[config.mk]
export PLATFORM = sky130hd
export DESIGN_NAME = fetch_stage_flat
export DESIGN_NICKNAME = d
export VERILOG_FILES = /design/src/rtl/cpu_pkg.sv /design/src/rtl/fetch_stage_if.sv /design/src/rtl/fetch_stage_branch_target.sv /design/src/rtl/fetch_stage.sv /design/src/flat_wrapper.sv
export SDC_FILE = /design/constraint.sdc
export NUM_CORES = 1
export LEC_CHECK = 0
export ABC_CLOCK_PERIOD_IN_PS = 5100
export CELL_PAD_IN_SITES_DETAIL_PLACEMENT = 2
export CELL_PAD_IN_SITES_GLOBAL_PLACEMENT = 2
export CORE_UTILIZATION = 30
export CTS_CLUSTER_SIZE = 14
export DETAILED_ROUTE_END_ITERATION = 6
export PLACE_DENSITY_LB_ADDON = 0.05
export SKIP_LAST_GASP = 1
export SLEW_MARGIN = 20
export SYNTH_ARGS = -nofsm -noshare
export SYNTH_HDL_FRONTEND = slang
export SYNTH_SLANG_ARGS = --single-unit
[constraint.sdc]
create_clock -name clk -period 5.1 [get_ports clk]
set_input_delay 0.765 -clock clk [delete_from_list [all_inputs] [get_ports clk]]
set_output_delay 0.765 -clock clk [all_outputs]
set_load 0.01 [all_outputs]
[src/rtl/cpu_pkg.sv]
// Shared CPU definitions: datapath widths, branch opcodes and fetch FSM states.
// Optional build macro used across the slice: FETCH_INSTR_COUNT_EN.
package cpu_pkg;

  localparam int INSTR_W = 32;
  localparam int ADDR_W  = 64;

  localparam logic [5:0] OP_B   = 6'b000101;
  localparam logic [7:0] OP_CBZ = 8'b10110100;
  localparam logic [7:0] OP_BLT = 8'b01010100;

  typedef enum logic {
    RUN,
    HALT
  } fetch_state_t;

  // A "B ." with a zero offset is used as the halt marker.
  function automatic logic is_halt(input logic [INSTR_W-1:0] instr);
    return (instr[31:26] == OP_B) && (instr[25:0] == 26'd0);
  endfunction

endpackage

[src/rtl/fetch_stage_if.sv]
// Fetch-stage bus: decode-side control, instruction-memory port and IF/ID outputs.
// FETCH_INSTR_COUNT_EN adds the instr_count signal.
interface fetch_stage_if;
  import cpu_pkg::*;

  logic               stall;
  logic               flush;
  logic               br_taken;
  logic               uncond_br;
  logic [INSTR_W-1:0] imem_instr;
  logic [ADDR_W-1:0]  imem_addr;
  logic [INSTR_W-1:0] id_instr;
  logic [ADDR_W-1:0]  id_pc;
  logic               id_valid;
  logic               halted;
`ifdef FETCH_INSTR_COUNT_EN
  logic [31:0]        instr_count;
`endif

  modport master (
    output stall, flush, br_taken, uncond_br, imem_instr,
    input  imem_addr, id_instr, id_pc, id_valid, halted
`ifdef FETCH_INSTR_COUNT_EN
    , input instr_count
`endif
  );

  modport slave (
    input  stall, flush, br_taken, uncond_br, imem_instr,
    output imem_addr, id_instr, id_pc, id_valid, halted
`ifdef FETCH_INSTR_COUNT_EN
    , output instr_count
`endif
  );

endinterface

[src/rtl/fetch_stage_branch_target.sv]
// Combinational branch target: id_pc plus the sign-extended word offset of B or CBZ/B.LT.
module branch_target
  import cpu_pkg::*;
(
   input  logic [ADDR_W-1:0]  pc,
   input  logic [INSTR_W-1:0] instr,
   input  logic               uncond_br,
   output logic [ADDR_W-1:0]  target
);

   logic [ADDR_W-1:0] offset;
   logic              unused_bits;

   assign unused_bits = ^{instr[31:26], instr[4:0]};

   always_comb begin
      if (uncond_br)
         offset = {{36{instr[25]}}, instr[25:0], 2'b00};
      else
         offset = {{43{instr[23]}}, instr[23:5], 2'b00};
   end

   // Wraps modulo 2^64 by construction.
   assign target = pc + offset;

endmodule

[src/rtl/fetch_stage.sv]
// Fetch stage: PC register, IF/ID register and a RUN/HALT control FSM.
// Define FETCH_INSTR_COUNT_EN to add the saturating instr_count output.
module fetch_stage
  import cpu_pkg::*;
(
   input  logic          clk,
   input  logic          reset,
   fetch_stage_if.slave  bus
);

   fetch_state_t       state;
   logic [ADDR_W-1:0]  pc;
   logic [ADDR_W-1:0]  id_pc;
   logic [INSTR_W-1:0] id_instr;
   logic               id_valid;
   logic               halted;
   logic [ADDR_W-1:0]  target;
   logic               halt_seen;
   logic               redirect;
   logic               fetch_valid;

   branch_target u_branch_target (
      .pc        (id_pc),
      .instr     (id_instr),
      .uncond_br (bus.uncond_br),
      .target    (target)
   );

   assign halt_seen   = id_valid && is_halt(id_instr);
   assign redirect    = id_valid && bus.br_taken && !halt_seen;
   assign fetch_valid = (state == RUN) && !halt_seen && !redirect && !bus.stall && !bus.flush;

   // NOTE: state is updated with non-blocking assignments so every register samples pre-edge values.
   always_ff @(posedge clk) begin
      if (reset) begin
         state    <= RUN;
         pc       <= '0;
         id_pc    <= '0;
         id_instr <= '0;
         id_valid <= 1'b0;
         halted   <= 1'b0;
      end else if (state == HALT) begin
         id_valid <= 1'b0;
         halted   <= 1'b1;
      end else if (halt_seen) begin
         state    <= HALT;
         id_valid <= 1'b0;
         halted   <= 1'b1;
      end else if (redirect) begin
         pc       <= target;
         id_valid <= 1'b0;
      end else if (bus.stall) begin
         if (bus.flush)
            id_valid <= 1'b0;
      end else begin
         pc       <= pc + ADDR_W'(4);
         id_instr <= bus.imem_instr;
         id_pc    <= pc;
         id_valid <= !bus.flush;
      end
   end

   assign bus.imem_addr = pc;
   assign bus.id_instr  = id_instr;
   assign bus.id_pc     = id_pc;
   assign bus.id_valid  = id_valid;
   assign bus.halted    = halted;

`ifdef FETCH_INSTR_COUNT_EN
   logic [31:0] instr_count;

   always_ff @(posedge clk) begin
      if (reset)
         instr_count <= '0;
      else if (fetch_valid && (instr_count != 32'hFFFF_FFFF))
         instr_count <= instr_count + 32'd1;
   end

   assign bus.instr_count = instr_count;
`else
   logic unused_fetch_valid;
   assign unused_fetch_valid = fetch_valid;
`endif

endmodule

[src/flat_wrapper.sv]
// flat-port wrapper written by rule: the top's interface ports become plain ports
module fetch_stage_flat import cpu_pkg::*;
  (clk, reset, bus_stall, bus_flush, bus_br_taken, bus_uncond_br, bus_imem_instr, bus_imem_addr, bus_id_instr, bus_id_pc, bus_id_valid, bus_halted);
  fetch_stage_if bus_i ();
  input  logic clk;
  input  logic reset;
  input wire logic [$bits(bus_i.stall)-1:0] bus_stall;
  input wire logic [$bits(bus_i.flush)-1:0] bus_flush;
  input wire logic [$bits(bus_i.br_taken)-1:0] bus_br_taken;
  input wire logic [$bits(bus_i.uncond_br)-1:0] bus_uncond_br;
  input wire logic [$bits(bus_i.imem_instr)-1:0] bus_imem_instr;
  output wire logic [$bits(bus_i.imem_addr)-1:0] bus_imem_addr;
  output wire logic [$bits(bus_i.id_instr)-1:0] bus_id_instr;
  output wire logic [$bits(bus_i.id_pc)-1:0] bus_id_pc;
  output wire logic [$bits(bus_i.id_valid)-1:0] bus_id_valid;
  output wire logic [$bits(bus_i.halted)-1:0] bus_halted;
  assign bus_i.stall = bus_stall;
  assign bus_i.flush = bus_flush;
  assign bus_i.br_taken = bus_br_taken;
  assign bus_i.uncond_br = bus_uncond_br;
  assign bus_i.imem_instr = bus_imem_instr;
  assign bus_imem_addr = bus_i.imem_addr;
  assign bus_id_instr = bus_i.id_instr;
  assign bus_id_pc = bus_i.id_pc;
  assign bus_id_valid = bus_i.id_valid;
  assign bus_halted = bus_i.halted;
  fetch_stage u_core (.clk(clk), .reset(reset), .bus(bus_i));
endmodule
==> impl_metrics.yaml <==
run_status:
  status: "finished clean"
grt:
  grt_pass1_wl_um: 80700
  antenna_found_initial: 0
  gr-total-overflow: 0
  grt_pass1_vias: 13500
  grt_max_degree: 87
  grt_usage_pct: 26.9
cts:
  root_buffer: "clkbuf_16"
  htreeDepth: 4
  path_clk_slew_ps: 70
  clkSinkCount: 163
  worstSkewPairLatency_ps: 460
  cts.repair.resized: 0
  cts.path.max_buffers: 2
  cts_buffers: 17
  cts_setup_buffers: 0
  cts_tree: "yes"
  ctsHoldBuffers: 0
logic_synthesis:
  yosysMostFrequentCell: "nand2_1"
  netlist.area_leader.share_pct: 28.6
  ys_warn_count: 0
  syn-num-nets: 1695
  syn-instance-count: 1594
  synthTopCellsByArea: "dfxtp_1, nand2_1, a21oi_1, ha_1, o21ai_0"
  avgSynthCellArea_um2: 7.15
  ys_ff_latch: 163
  synth.top_cells.by_count: "nand2_1, a21oi_1, dfxtp_1"
  synthFlopType: "dfxtp_1"
  synth_area_leader_cell: "dfxtp_1"
  synth_edf_count: 0
  ys_seq_area_share_pct: 28.6
  synthDistinctLibCells: 73
  syn_area_um2: 11400
  async_flop_share_pct: 0
cells_and_area:
  layout.cells.non_filler: 2264
  n_antenna_cell: 0
  final_layout_size_suffix_gt1_share_pct: 5.76
  nFillCells: 4451
  area_growth_pct: 27.8
  final_nets: 1843
power:
  leakagePower_uw: 0.00517
  intPower_uw: 2320
  p_sw_share_pct: 28.9
  power_density_nw_per_um2: 224
  clock_power_share_pct: 43.1
  seq_power_share_pct: 41.5
  finalPower_uw: 3270
  combPwrFrac_pct: 15.4
  switchingPower_uw: 945
  ir_worst_vdd_v: 0.000244
place:
  place_worst_setup_slack_ps: 170
  place_hpwl_um: 38400
  portBuffers: 199
  dpl.cell_count: 2234
  place_congestion: 0.852
routing:
  first_pass_iters: 5
  drc: 0
  wl_per_cell_um: 23.0
  ant_nets: 0
  routed_via_density: 5.65
  drtIter0Drc: 560
  vias: 12800
  drt_wl_total_um: 52000
floorplan:
  chipWidth_um: 197
  core_area_um2: 37500
  die-area_um2: 38700
  start_util_pct: 30.4
  ios: 200
  rows: 71
  die_h_um: 197
timing:
  fmax_mhz: 217
  fin_crit_sh_pct: 90.2
  grt_setup_unrepaired: "no"
  fin_skew_ps: 14.6
  final-max-slew-violation-count: 0
  post-route-min-period_ps: 4600
  fin_tns_setup_ps: 0
  worstMarginPinSlew_ps: 1040
  maxSlewHeadroom_pct: 30.9
  layout_setup_ws_ps: 502
  hold_viol: 0
  finalSetupViolCount: 0
worst_setup_path:
  r2r_cells: 13
  cp-start-kind: "input port"
  worstSetupEndpointType: "flip-flop"
  arrival_ps: 4940
  path_max_fanout: 25
  crit_required_ps: 5440
  path_class: "in2reg"
worst_hold_path:
  holdPathStages: 2
  hp-class: "reg2reg"
run:
  maxCapViolations: 0
## registers in the layout (all words and copies together), names as in the netlist
| signal | cells |
|---|---|
| u_core.bus.id_pc | 64 |
| u_core.state | 1 |
| u_core.bus.halted | 1 |
| u_core.bus.id_instr | 32 |
| u_core.bus.imem_addr | 64 |
| u_core.bus.id_valid | 1 |
## power by group through the flow
stage	combinational, uW	clock, uW	sequential, uW
after global placement	491	0	1390
final	502	1410	1360
after floorplan	268	0	1380
after detailed placement	501	0	1390
after CTS	505	1440	1360
after global routing	544	1480	1360
## layer usage
metal	up-vias	share of wire, %	GRT usage, %
met1	6415	48	36.9
met4	0	2.2	8.27
met3	60	3.3	3.52
met2	242	46	43.6
met5	-	0	0
li1	6080	-	-
## area by class of cell
type                       count  area [um2]  area share [%]
clock buffer                  22         484            3.33
clock inverter                 8         125           0.860
inverter                      32         120           0.825
multi-input combinational   1295        7640            52.5
sequential                   163        3260            22.4
tap                          511         639            4.39
timing repair buffer         233        2280            15.7
## kinds of logic after synthesis
kind of cell / after synthesis / synth area share, %
simple gates: 626 / 25.5
xor+xnor: 54 / 4.15
buf+inv: 136 / 4.49
compound gates: 534 / 28.5
flops: 163 / 28.6
fa+ha+maj: 63 / 6.99
mux: 18 / 1.78
## worst max-delay path, stage by stage
cell and delay, ps:
clkdlybuf4s50_1 540, buf_12 190, nand2b_1 280, nand2_1 190, ha_1 400, a21oi_1 310, o21ai_0 180, a311oi_1 500
a21oi_1 170, nand3b_1 280, buf_4 230, a21oi_1 230, nand4_1 200, and3_1 220, o32ai_1 230
## metrics by stage
| stage | cell area, um2 | hold slack, ps | utilization (%) |
|---|---|---|---|
| global placement | 13900 | 440 | 37.2 |
| global route | 14600 | 486 | 38.8 |
| floorplan | 11400 | 470 | - |
| finish | 14600 | 455 | 38.8 |
| CTS | 14600 | 459 | 38.8 |
| detailed placement | 13900 | 448 | 37.2 |
## final timing paths
path	from	end	slack, ps
setup / recovery	bus_uncond_br	u_core.bus.imem_addr[61]$_SDFFE_PP0P_	500
setup reg to reg	u_core.bus.id_instr[5]$_SDFFE_PP0P_	u_core.bus.imem_addr[60]$_SDFFE_PP0P_	1240
hold reg to reg	u_core.bus.halted$_SDFFE_PP0N_	u_core.bus.halted$_SDFFE_PP0N_	460
hold / removal	u_core.bus.halted$_SDFFE_PP0N_	u_core.bus.halted$_SDFFE_PP0N_	460
## cells in the final DEF, fill, tap and decap left out, types with 6 or more instances in the layout
cell type,n
nor4_1,15
and3_1,19
a21oi_1,232
o21bai_1,18
xor2_1,20
nand2_1,321
o22ai_1,13
and2_1,12
mux2_2,18
nand2b_1,6
nand4_1,29
inv_1,32
a21o_1,28
nor2_1,96
nand3_1,43
and4_1,8
xnor2_1,34
a2111oi_0,7
or4_1,7
o21ai_0,94
o31a_1,6
a221o_1,6
clkbuf_16,17
o31ai_1,14
a31oi_1,25
o21a_1,9
ha_1,62
a211oi_1,24
a311oi_1,7
dfxtp_1,163
or3_1,12
nor3_1,28
clkdlybuf4s50_1,198
buf_4,32
Note: power is estimated with default switching activity, not from simulation.
